==> src/rtl/instr_sequencer_if.sv <==
// Instruction-fetch bus between the sequencer (master) and instruction memory (slave).
// A fetch is accepted on a rising edge where mem_req and mem_ready are both high.
interface instr_sequencer_if #(
  parameter int WIDTH = 16
);
  logic             mem_req;
  logic [WIDTH-1:0] mem_addr;
  logic [WIDTH-1:0] mem_rdata;
  logic             mem_ready;

  modport master (
    output mem_req,
    output mem_addr,
    input  mem_rdata,
    input  mem_ready
  );

  modport slave (
    input  mem_req,
    input  mem_addr,
    output mem_rdata,
    output mem_ready
  );
endinterface

==> src/rtl/instr_sequencer.sv <==
// Multicycle FETCH/DECODE/EXEC/WB controller for the 16-bit datapath.
// Holds pc, the instruction register and the retired-instruction count.
module instr_sequencer #(
  parameter int WIDTH   = 16,
  parameter int REGBITS = 4
) (
  input  logic                clk,
  input  logic                reset,
  instr_sequencer_if.master   mem,
  output logic [3:0]          opcode,
  output logic [3:0]          opext,
  output logic [REGBITS-1:0]  ra1,
  output logic [REGBITS-1:0]  ra2,
  output logic [REGBITS-1:0]  wa,
  output logic [7:0]          imm,
  output logic                imm_sel,
  output logic                regwrite,
  output logic                halted,
  output logic [WIDTH-1:0]    retired
);

  typedef enum logic [2:0] {
    S_IDLE,
    S_FETCH,
    S_DECODE,
    S_EXEC,
    S_WB,
    S_HALT
  } state_e;

  state_e           state_q;
  logic [WIDTH-1:0] pc_q;
  logic [WIDTH-1:0] ir_q;
  logic [WIDTH-1:0] retired_q;
  logic             mem_req_q;
  logic             regwrite_q;
  logic             halted_q;
  logic             is_cmp;

  // Instruction fields are pure slices of ir, stable from DECODE through WB.
  assign opcode  = ir_q[15:12];
  assign opext   = ir_q[7:4];
  assign ra1     = ir_q[8 +: REGBITS];
  assign ra2     = ir_q[0 +: REGBITS];
  assign wa      = ir_q[8 +: REGBITS];
  assign imm     = ir_q[7:0];
  assign imm_sel = (opcode != 4'b0000);

  assign is_cmp = ((opcode == 4'b0000) && (opext == 4'b1011)) || (opcode == 4'b1011);

  assign mem.mem_req  = mem_req_q;
  assign mem.mem_addr = pc_q;
  assign regwrite     = regwrite_q;
  assign halted       = halted_q;
  assign retired      = retired_q;

  // Moore outputs are registered alongside the state: each transition loads
  // the output values belonging to the state being entered.
  always_ff @(posedge clk or negedge reset) begin
    if (!reset) begin
      state_q    <= S_IDLE;
      pc_q       <= '0;
      ir_q       <= '0;
      retired_q  <= '0;
      mem_req_q  <= 1'b0;
      regwrite_q <= 1'b0;
      halted_q   <= 1'b0;
    end else begin
      // NOTE: every register here uses <= so all reads see pre-edge values,
      // independent of statement order inside the block.
      case (state_q)
        S_IDLE: begin
          state_q   <= S_FETCH;
          mem_req_q <= 1'b1;
        end
        S_FETCH: begin
          if (mem.mem_ready) begin
            ir_q      <= mem.mem_rdata;
            pc_q      <= pc_q + 1'b1;
            state_q   <= S_DECODE;
            mem_req_q <= 1'b0;
          end
        end
        S_DECODE: begin
          if (ir_q == '1) begin
            state_q  <= S_HALT;
            halted_q <= 1'b1;
          end else begin
            state_q <= S_EXEC;
          end
        end
        S_EXEC: begin
          state_q    <= S_WB;
          regwrite_q <= !is_cmp;
        end
        S_WB: begin
          regwrite_q <= 1'b0;
          retired_q  <= retired_q + 1'b1;
          state_q    <= S_FETCH;
          mem_req_q  <= 1'b1;
        end
        S_HALT: begin
          state_q <= S_HALT;
        end
        default: begin
          state_q    <= S_IDLE;
          mem_req_q  <= 1'b0;
          regwrite_q <= 1'b0;
          halted_q   <= 1'b0;
        end
      endcase
    end
  end

endmodule

==> src/flat_wrapper.sv <==
// flat-port wrapper written by rule: the top's interface ports become plain ports
module instr_sequencer_flat 
#(
  parameter int WIDTH   = 16,
  parameter int REGBITS = 4
)
  (clk, reset, opcode, opext, ra1, ra2, wa, imm, imm_sel, regwrite, halted, retired, mem_mem_req, mem_mem_addr, mem_mem_rdata, mem_mem_ready);
  instr_sequencer_if #(.WIDTH(WIDTH)) mem_i ();
  input  logic clk;
  input  logic reset;
  output logic [3:0] opcode;
  output logic [3:0] opext;
  output logic [REGBITS-1:0] ra1;
  output logic [REGBITS-1:0] ra2;
  output logic [REGBITS-1:0] wa;
  output logic [7:0] imm;
  output logic imm_sel;
  output logic regwrite;
  output logic halted;
  output logic [WIDTH-1:0] retired;
  output wire logic [$bits(mem_i.mem_req)-1:0] mem_mem_req;
  output wire logic [$bits(mem_i.mem_addr)-1:0] mem_mem_addr;
  input wire logic [$bits(mem_i.mem_rdata)-1:0] mem_mem_rdata;
  input wire logic [$bits(mem_i.mem_ready)-1:0] mem_mem_ready;
  assign mem_mem_req = mem_i.mem_req;
  assign mem_mem_addr = mem_i.mem_addr;
  assign mem_i.mem_rdata = mem_mem_rdata;
  assign mem_i.mem_ready = mem_mem_ready;
  instr_sequencer #(.WIDTH(WIDTH), .REGBITS(REGBITS)) u_core (.clk(clk), .reset(reset), .mem(mem_i), .opcode(opcode), .opext(opext), .ra1(ra1), .ra2(ra2), .wa(wa), .imm(imm), .imm_sel(imm_sel), .regwrite(regwrite), .halted(halted), .retired(retired));
endmodule
==> config.mk <==
export PLATFORM = sky130hd
export DESIGN_NAME = instr_sequencer_flat
export DESIGN_NICKNAME = d
export VERILOG_FILES = /design/src/rtl/instr_sequencer_if.sv /design/src/rtl/instr_sequencer.sv /design/src/flat_wrapper.sv
export SDC_FILE = /design/constraint.sdc
export NUM_CORES = 1
export LEC_CHECK = 0
export BUFFER_PORTS_ARGS = -buffer_cell sky130_fd_sc_hd__clkbuf_2
export CAP_MARGIN = 0
export CORE_ASPECT_RATIO = 0.9
export CORE_MARGIN = 3
export CORE_UTILIZATION = 40
export DETAILED_ROUTE_END_ITERATION = 7
export PLACE_DENSITY = 0.66
export SETUP_SLACK_MARGIN = 0.1
export SYNTH_ARGS = -nofsm -noshare
export SYNTH_HDL_FRONTEND = slang
export SYNTH_SLANG_ARGS = --single-unit
==> constraint.sdc <==
create_clock -name clk -period 2.2 [get_ports clk]
set_input_delay 0.33 -clock clk [delete_from_list [all_inputs] [get_ports clk]]
set_output_delay 0.33 -clock clk [all_outputs]
set_load 0.03 [all_outputs]
==> impl_metrics.py <==
metrics = {
    "synth": {
        "synthAdderAreaFrac": 0.0102,
        "synthCells": 203,
        "synth_ff_type": "dfrtp_1",
        "ys_seq_elements": 54,
        "synth_top_area_frac": 0.551,
        "synth.area.mux_share": 0.0826,
        "synth_area_um2": 2450,
        "synthTopCellsByCount": "dfrtp_1 (54), xnor2_1 (22), mux2_2 (18)",
        "synth.avg_cell_area_um2": 12.1,
        "synthSimpleGateAreaFrac": 0.160,
        "async_reset_ff_frac": 1.00,
        "synth_area_leaders": "dfrtp_1 (55%), mux2_2 (8.3%), xnor2_1 (7.9%), buf_4 (3.7%), xor2_1 (2.9%)",
        "ys_types": 37,
        "synthXorXnorAreaFrac": 0.107,
        "synth_warnings": 0,
        "yosysMostFrequentCell": "dfrtp_1",
        "synth-compound-area-share": 0.0280,
        "syn-num-nets": 224,
        "synth_edf_count": 0,
        "yosysTopAreaCell": "dfrtp_1",
        "synth_seq_area_share": 0.551,
        "synth_top_family_by_area": "simple AND/OR/NAND/NOR gates",
    },
    "placement": {
        "port_buffers": 82,
        "hpwlAfterDp_um": 3410,
        "gp_congestion": 0.765,
        "dp_slack_ps": 315,
    },
    "floorplanning": {
        "io_pins": 83,
        "die_width_um": 88.6,
        "die_area_um2": 7110,
        "die_h_um": 80.3,
        "start_util": 0.424,
        "num_rows": 26,
        "core_area_um2": 5790,
    },
    "timing": {
        "finalCritPeriodShare": 0.845,
        "drv_slew": 0,
        "finalSetupTns_ps": 0,
        "fmax_ghz": 0.538,
        "hold_viol": 0,
        "fin_crit_ps": 1860,
        "layout_setup_ws_ps": 342,
        "rsz0062_at_grt": "no",
        "finalSetupViolations": 0,
        "skew_ps": 6.48,
        "max-slew-margin-rel": 0.555,
        "tightestPinTransition_ps": 667,
    },
    "global_routing": {
        "grt_use_total": 0.142,
        "gr-total-overflow": 0,
        "grt_max_degree": 55,
        "grt_pass1_vias": 1724,
        "antenna_found_initial": 0,
        "grt_pass1_wl_um": 8000,
    },
    "clock_network": {
        "cts_root_buf": "clkbuf_8",
        "htreeDepth": 2,
        "cts_buffers": 5,
        "clkSinkCount": 54,
        "max-clock-path-buffers": 2,
        "ctsHoldBuffers": 0,
        "clkLatencyLatePin_ps": 300,
        "path_clk_slew_ps": 90,
        "cts_tree": "done",
        "cts_setup_buffers": 0,
        "cts-resized-gates": 0,
    },
    "worst_setup_path": {
        "crit_type": "reg2reg",
        "cp_max_fo": 12,
        "end_kind": "register",
        "cp_data_arrival_time_ps": 2050,
        "cp-start-kind": "register",
        "cp_data_required_time_ps": 2400,
    },
    "drt": {
        "routed_wl_um": 4650,
        "drc": 0,
        "vias": 1697,
        "vias_per_cell": 4.90,
        "ant_nets": 0,
        "routedWlPerCell_um": 13.5,
        "firstDrtPassIters": 4,
        "drt_first_iter_violations": 38,
    },
    "min_path": {
        "hp-class": "in2async",
    },
    "power_and_ir_drop": {
        "p_comb_frac": 0.429,
        "p_int_w": 0.00219,
        "netSwitchingFraction": 0.447,
        "cellLeakagePower_nw": 1.45,
        "p_seq_frac": 0.407,
        "pwr-share-clk": 0.163,
        "p_sw_w": 0.00177,
        "power_density_nw_per_um2": 1350,
        "peakVddDrop_uv": 1100,
    },
    "final_layout": {
        "drive_gt1_frac": 0.420,
        "nets": 296,
        "num_antenna_cells": 0,
        "area_delta_synth_final_pct": 19.9,
    },
    "run": {
        "drv_cap": 0,
    },
    "outcome": {
        "status": "finished clean",
    },
}
## cell families after synthesis
family / after synthesis
simple gates: 66
buf+inv: 23
fa+ha+maj: 2
xor+xnor: 30
flops: 54
mux: 18
compound gates: 10
## layout by cell type, fill, tap and decap left out, types with 3 or more instances in the layout
| cell | count |
|---|---|
| clkbuf_2 | 82 |
| dfrtp_1 | 54 |
| xnor2_1 | 22 |
| mux2_2 | 18 |
| nand2_1 | 15 |
| nand3_1 | 11 |
| nand4_1 | 9 |
| xor2_1 | 8 |
| nor2_1 | 6 |
| clkbuf_8 | 5 |
| inv_1 | 4 |
| nor3_1 | 4 |
| nor4_1 | 4 |
| nand2b_1 | 3 |
## per-layer routing
metal	global-route usage	share of wire	vias up
met1	0.179	0.45	806
li1	-	-	835
met4	0.0408	0.0077	0
met5	0	0	-
met3	0.0410	0.070	5
met2	0.238	0.47	51
## sequential cells by signal (all words and copies together) (netlist names)
signal and cells:
u_core.ir_q 16, u_core.mem.mem_addr 16, u_core.regwrite 1, u_core.state_q 3, u_core.halted 1, u_core.mem.mem_req 1, u_core.retired 16
## stage by stage
step | hold WS, ps | utilization | std cells | cell area, um2 | total power [W]
4_1_cts | 166 | 0.508 | 346 | 2940 | 0.00403
2_1_floorplan | 34.4 | - | 203 | 2450 | 0.00301
5_1_grt | 206 | 0.508 | 346 | 2940 | 0.00422
3_3_place_gp | 460 | 0.489 | 338 | 2830 | 0.00333
3_5_place_dp | 462 | 0.489 | 338 | 2830 | 0.00336
6_report | 150 | 0.508 | 346 | 2940 | 0.00397
## worst max-delay path: stages, from the launching register on
cell and delay, ps:
dfrtp_1 530, and4bb_2 540, and4_1 390, nand4_1 140, xnor2_1 160
## power groups by stage
stage | Combinational (W) | Sequential, W | Clock [W]
3_5_place_dp | 0.00173 | 0.00163 | 0
5_1_grt | 0.00183 | 0.00169 | 0.000711
3_3_place_gp | 0.00171 | 0.00162 | 0
4_1_cts | 0.00173 | 0.00162 | 0.000681
2_1_floorplan | 0.000980 | 0.00203 | 0
6_report | 0.00170 | 0.00162 | 0.000648
## layout make-up
class / count / area, um2
well taps: 70 / 87.6
multi-input cells: 126 / 952
flip-flops and latches: 54 / 1350
repair buffers: 84 / 425
clock buffers: 6 / 72.6
clock inverters: 2 / 37.5
inverters: 4 / 15.0
fillers: 542 / 2850
## final timing paths
check,start,endpoint,slack (ps),depth (start not counted)
worst max-delay path,u_core.state_q[1]$_DFFE_PN0P_,u_core.mem.mem_addr[15]$_DFFE_PN0P_,340,4
worst min-delay path,reset,u_core.retired[2]$_DFFE_PN0P_,150,2
worst max register to register,u_core.state_q[1]$_DFFE_PN0P_,u_core.mem.mem_addr[15]$_DFFE_PN0P_,340,4
worst min register to register,u_core.retired[15]$_DFFE_PN0P_,u_core.retired[15]$_DFFE_PN0P_,480,1
max in group asynchronous,reset,u_core.mem.mem_addr[4]$_DFFE_PN0P_,1620,2
min in group clk,mem_mem_rdata[9],u_core.ir_q[9]$_DFFE_PN0P_,250,2
(Power assumes the default switching activity.)
